$ cat src/rtl/sipo_frame_rx.sv
// Serial frame receiver: start bit, WIDTH data bits, stop bit, one bit per clk.
// The assembled word goes out through a single-entry valid/ready output register.
module sipo_frame_rx #(
    parameter int WIDTH     = 8,
    parameter bit MSB_FIRST = 1'b0
) (
    input  logic             clk,
    input  logic             rst,
    input  logic             si,
    output logic [WIDTH-1:0] dout,
    output logic             dout_valid,
    input  logic             dout_ready,
    output logic             frame_err,
    output logic             overrun,
    output logic             busy
);
    localparam int CW = (WIDTH > 2) ? $clog2(WIDTH) : 1;

    typedef enum logic [1:0] {IDLE, DATA, STOP} state_t;

    state_t           state_q, state_d;
    logic [CW-1:0]    cnt_q, cnt_d;
    logic [WIDTH-1:0] sr_q, sr_d;
    logic [WIDTH-1:0] dout_q, dout_d;
    logic             valid_q, valid_d;
    logic             ferr_q, ferr_d;
    logic             ovr_q, ovr_d;
    logic             busy_q, busy_d;

    always_ff @(posedge clk or posedge rst) begin
        if (rst) begin
            state_q <= IDLE;
            cnt_q   <= '0;
            sr_q    <= '0;
            dout_q  <= '0;
            valid_q <= 1'b0;
            ferr_q  <= 1'b0;
            ovr_q   <= 1'b0;
            busy_q  <= 1'b0;
        end else begin
            state_q <= state_d;
            cnt_q   <= cnt_d;
            sr_q    <= sr_d;
            dout_q  <= dout_d;
            valid_q <= valid_d;
            ferr_q  <= ferr_d;
            ovr_q   <= ovr_d;
            busy_q  <= busy_d;
        end
    end

    always_comb begin
        state_d = state_q;
        cnt_d   = cnt_q;
        sr_d    = sr_q;
        dout_d  = dout_q;
        valid_d = valid_q;
        ferr_d  = 1'b0;
        ovr_d   = 1'b0;

        // Consumption first; a load on the same edge overrides it below.
        if (valid_q && dout_ready)
            valid_d = 1'b0;

        unique case (state_q)
            IDLE: begin
                if (si) begin
                    state_d = DATA;
                    cnt_d   = '0;
                end
            end
            DATA: begin
                if (MSB_FIRST)
                    sr_d = {sr_q[WIDTH-2:0], si};
                else
                    sr_d = {si, sr_q[WIDTH-1:1]};
                if (cnt_q == CW'(WIDTH - 1)) begin
                    state_d = STOP;
                end else begin
                    cnt_d = cnt_q + 1'b1;
                end
            end
            STOP: begin
                // Stop bit of 1 is a framing error and never doubles as a start bit.
                state_d = IDLE;
                if (si) begin
                    ferr_d = 1'b1;
                end else if (!valid_q || dout_ready) begin
                    dout_d  = sr_q;
                    valid_d = 1'b1;
                end else begin
                    ovr_d = 1'b1;
                end
            end
            default: state_d = IDLE;
        endcase

        busy_d = (state_d != IDLE);
    end

    assign dout       = dout_q;
    assign dout_valid = valid_q;
    assign frame_err  = ferr_q;
    assign overrun    = ovr_q;
    assign busy       = busy_q;
endmodule
$ cat config.mk
export PLATFORM = sky130hd
export DESIGN_NAME = sipo_frame_rx
export DESIGN_NICKNAME = d
export VERILOG_FILES = /design/src/rtl/sipo_frame_rx.sv
export SDC_FILE = /design/constraint.sdc
export NUM_CORES = 1
export LEC_CHECK = 0
export ABC_AREA = 1
export BUFFER_PORTS_ARGS = -buffer_cell sky130_fd_sc_hd__buf_2
export CORE_MARGIN = 2
export CORE_UTILIZATION = 57
export CTS_CLUSTER_SIZE = 20
export DETAILED_ROUTE_END_ITERATION = 6
export PLACE_DENSITY_LB_ADDON = 0.3
export RECOVER_POWER = 50
export SYNTH_ARGS = -nofsm -noshare
export SYNTH_HDL_FRONTEND = slang
export SYNTH_SLANG_ARGS = --single-unit
$ cat constraint.sdc
create_clock -name clk -period 3.2 [get_ports clk]
set_clock_uncertainty 0.1 [all_clocks]
set_input_delay 0.64 -clock clk [delete_from_list [all_inputs] [get_ports clk]]
set_output_delay 0.64 -clock clk [all_outputs]
set_load 0.01 [all_outputs]
==> impl_metrics.toml <==
[outcome]
outcome = "finished clean"

[cells_and_area]
finalNonFillerCells = 147
syn_to_final_growth_pct = 9.66
fillers = 148
drive_gt1_frac = 0.180
diodes = 0
final_nets = 129

[grt]
grt_pass1_wl_mm = 2.81
grt_overflow = 0
antenna_found_initial = 0
grt_pass1_vias = 636
grtUsageTotal = 0.191
grt_start_max_net_pins = 26

[setup_path]
start_kind = "flop"
cp-end-kind = "flop"
crit_arrival_ns = 1.80
worstReg2RegStart = "state_q[0]$_DFF_PP0_"
critPathMaxFanout = 11
startpoint = "state_q[0]$_DFF_PP0_"
worst_ep_required_time_ns = 3.30
path_class = "flop to flop"

[logic_synthesis]
ys_seq_elements = 25
synth_fp_nets = 112
async_flop_share = 1.00
yosys_warnings = 0
synthFlopType = "dfrtp_1"
synthCells = 106
synth-edff-count = 0
synth_most_common_cell = "nand2_1"
netlist-cell-type-count = 16
synth-seq-area-share = 0.611
yosysTopAreaCell = "dfrtp_1"
netlist_top_cells_count = "nand2_1, dfrtp_1, nand4_1"
yosysTopAreaCellShare = 0.611
ys_top_cells_by_area = "dfrtp_1, nand2_1, nand4_1"
avgSynthCellArea_um2 = 9.66
netlist_area_um2 = 1020

[detailed_routing]
drc = 0
wl_met3_um = 67
routedWlPerCell_um = 11.6
vias_per_cell = 4.97
drt-met1-wl_um = 807
drtIter0Drc = 14
ant_nets = 0
highest_layer = "met4"
vias = 730
dr_wl_met2_um = 813
wl_mm = 1.70
firstDrtPassIters = 4

[placement]
place_inst = 143
hpwl_mm = 1.25
place_congestion = 0.803
io_buffers = 15

[sta]
max_freq_mhz = 589
final.period_utilization = 0.531
rsz0062_at_grt = "no"
tightest_slew_ns = 0.902
min_period_ns = 1.70
hold_viol_final = 0
slew_headroom = 0.398
setup_viol = 0
fin_tns_setup_ns = 0
maxSlewViolCount = 0

[power_and_ir_drop]
ir_drop_uv = 418
p_leak_nw = 0.639
pwr_density_cell_nw_per_um2 = 862

[cts]
h-tree-depth = 1
hold_buffers = 0
clkTransAtPathRegs_ns = 0.12
clock-sinks = 25
cts_buffer_depth = 2
cts_tree = "done"
worstSkewPairLatency_ns = 0.31
post_cts_resized = 0
clockRootBuffer = "clkbuf_4"
cts_made_buffers = 3
cts_setup_buffers = 0

[min_path]
hold_path_class = "flop to flop"
worstHoldStart = "dout[7]$_DFFE_PP0P_"

[die]
pin_count = 16
die_h_um = 46.4
die_w_um = 46.4
coreArea_um2 = 1710
die_area_um2 = 2150
start_util = 0.599
fp-row-count = 15

[flow_run]
cap_viol_max_count = 0
==> layout by cell type, fill, tap and decap left out, drive strengths merged <==
cell type and n:
nand2 43, dfrtp 25, buf 15, nand4 11, inv 9, nand3 5
nor2 4, clkbuf 4, o21ai 3, ha 2, nor3 1
==> flip-flops by register name, summed over array words and instances (netlist names) <==
name        cells
cnt_q           3
busy            1
sr_q            8
dout            8
frame_err       1
dout_valid      1
overrun         1
state_q         2
==> cell type report <==
class / count / area (µm²) / area share
tap: 25 / 31.3 / 0.0279
sequential: 25 / 626 / 0.557
inverter: 9 / 33.8 / 0.0301
clock buffer: 4 / 26.3 / 0.0234
timing repair buffer: 15 / 75.1 / 0.0669
multi-input combinational: 69 / 330 / 0.294
==> worst max-delay path, cell delays in order, from the launching register on <==
cell and delay [ns]:
dfrtp_1 0.48, inv_1 0.09, nor2_1 0.40, inv_1 0.32
nand2_1 0.14, o21ai_2 0.06
==> stage by stage <==
step                hold WS, ns  area, µm²  total power [mW]   util  setup slack (ns)
CTS                       0.393       1140             0.990  0.666              1.60
floorplan                 0.342       1020             0.758      -              1.84
finish                    0.385       1120             0.967  0.657              1.50
global route              0.424       1120              1.06  0.657              1.35
global placement          0.353       1110             0.834  0.651              1.64
detailed placement        0.364       1110             0.857  0.651              1.60
==> cell families (layout without fill, tap and decap cells) <==
logic type               after synthesis  count (layout)  synth area share
adder cells (fa/ha/maj)                2               2            0.0244
AO/OA/AOI/OAI                          3               3            0.0220
flip-flops                            25              25             0.611
AND/OR/NAND/NOR                       64              64             0.291
buffers and inverters                 12              28            0.0514
==> final timing paths <==
| kind | cells after the start | end | slack [ns] |
|---|---|---|---|
| min in group asynchronous | 2 | dout_valid$_DFF_PP0_ | 0.40 |
| hold / removal | 2 | dout[7]$_DFFE_PP0P_ | 0.39 |
| setup reg to reg | 5 | sr_q[4]$_DFFE_PP0P_ | 1.50 |
| setup / recovery | 5 | sr_q[4]$_DFFE_PP0P_ | 1.50 |
| hold reg to reg | 2 | dout[7]$_DFFE_PP0P_ | 0.39 |
| max in group asynchronous | 2 | dout[3]$_DFFE_PP0P_ | 2.05 |
==> routing by layer <==
metal  global-route usage  up-vias
met4               0.0857        0
met2                0.303       13
met5                    0        -
met3               0.0471        2
met1                0.244      342
li1                     -      373
==> report_power, final <==
group	total, mW	internal [mW]	leakage [nW]	switching, mW
registers	0.513	0.433	0.322	0.0804
clock network	0.135	0.0486	0.0150	0.0865
logic	0.318	0.120	0.302	0.198
(Power assumes the default switching activity.)
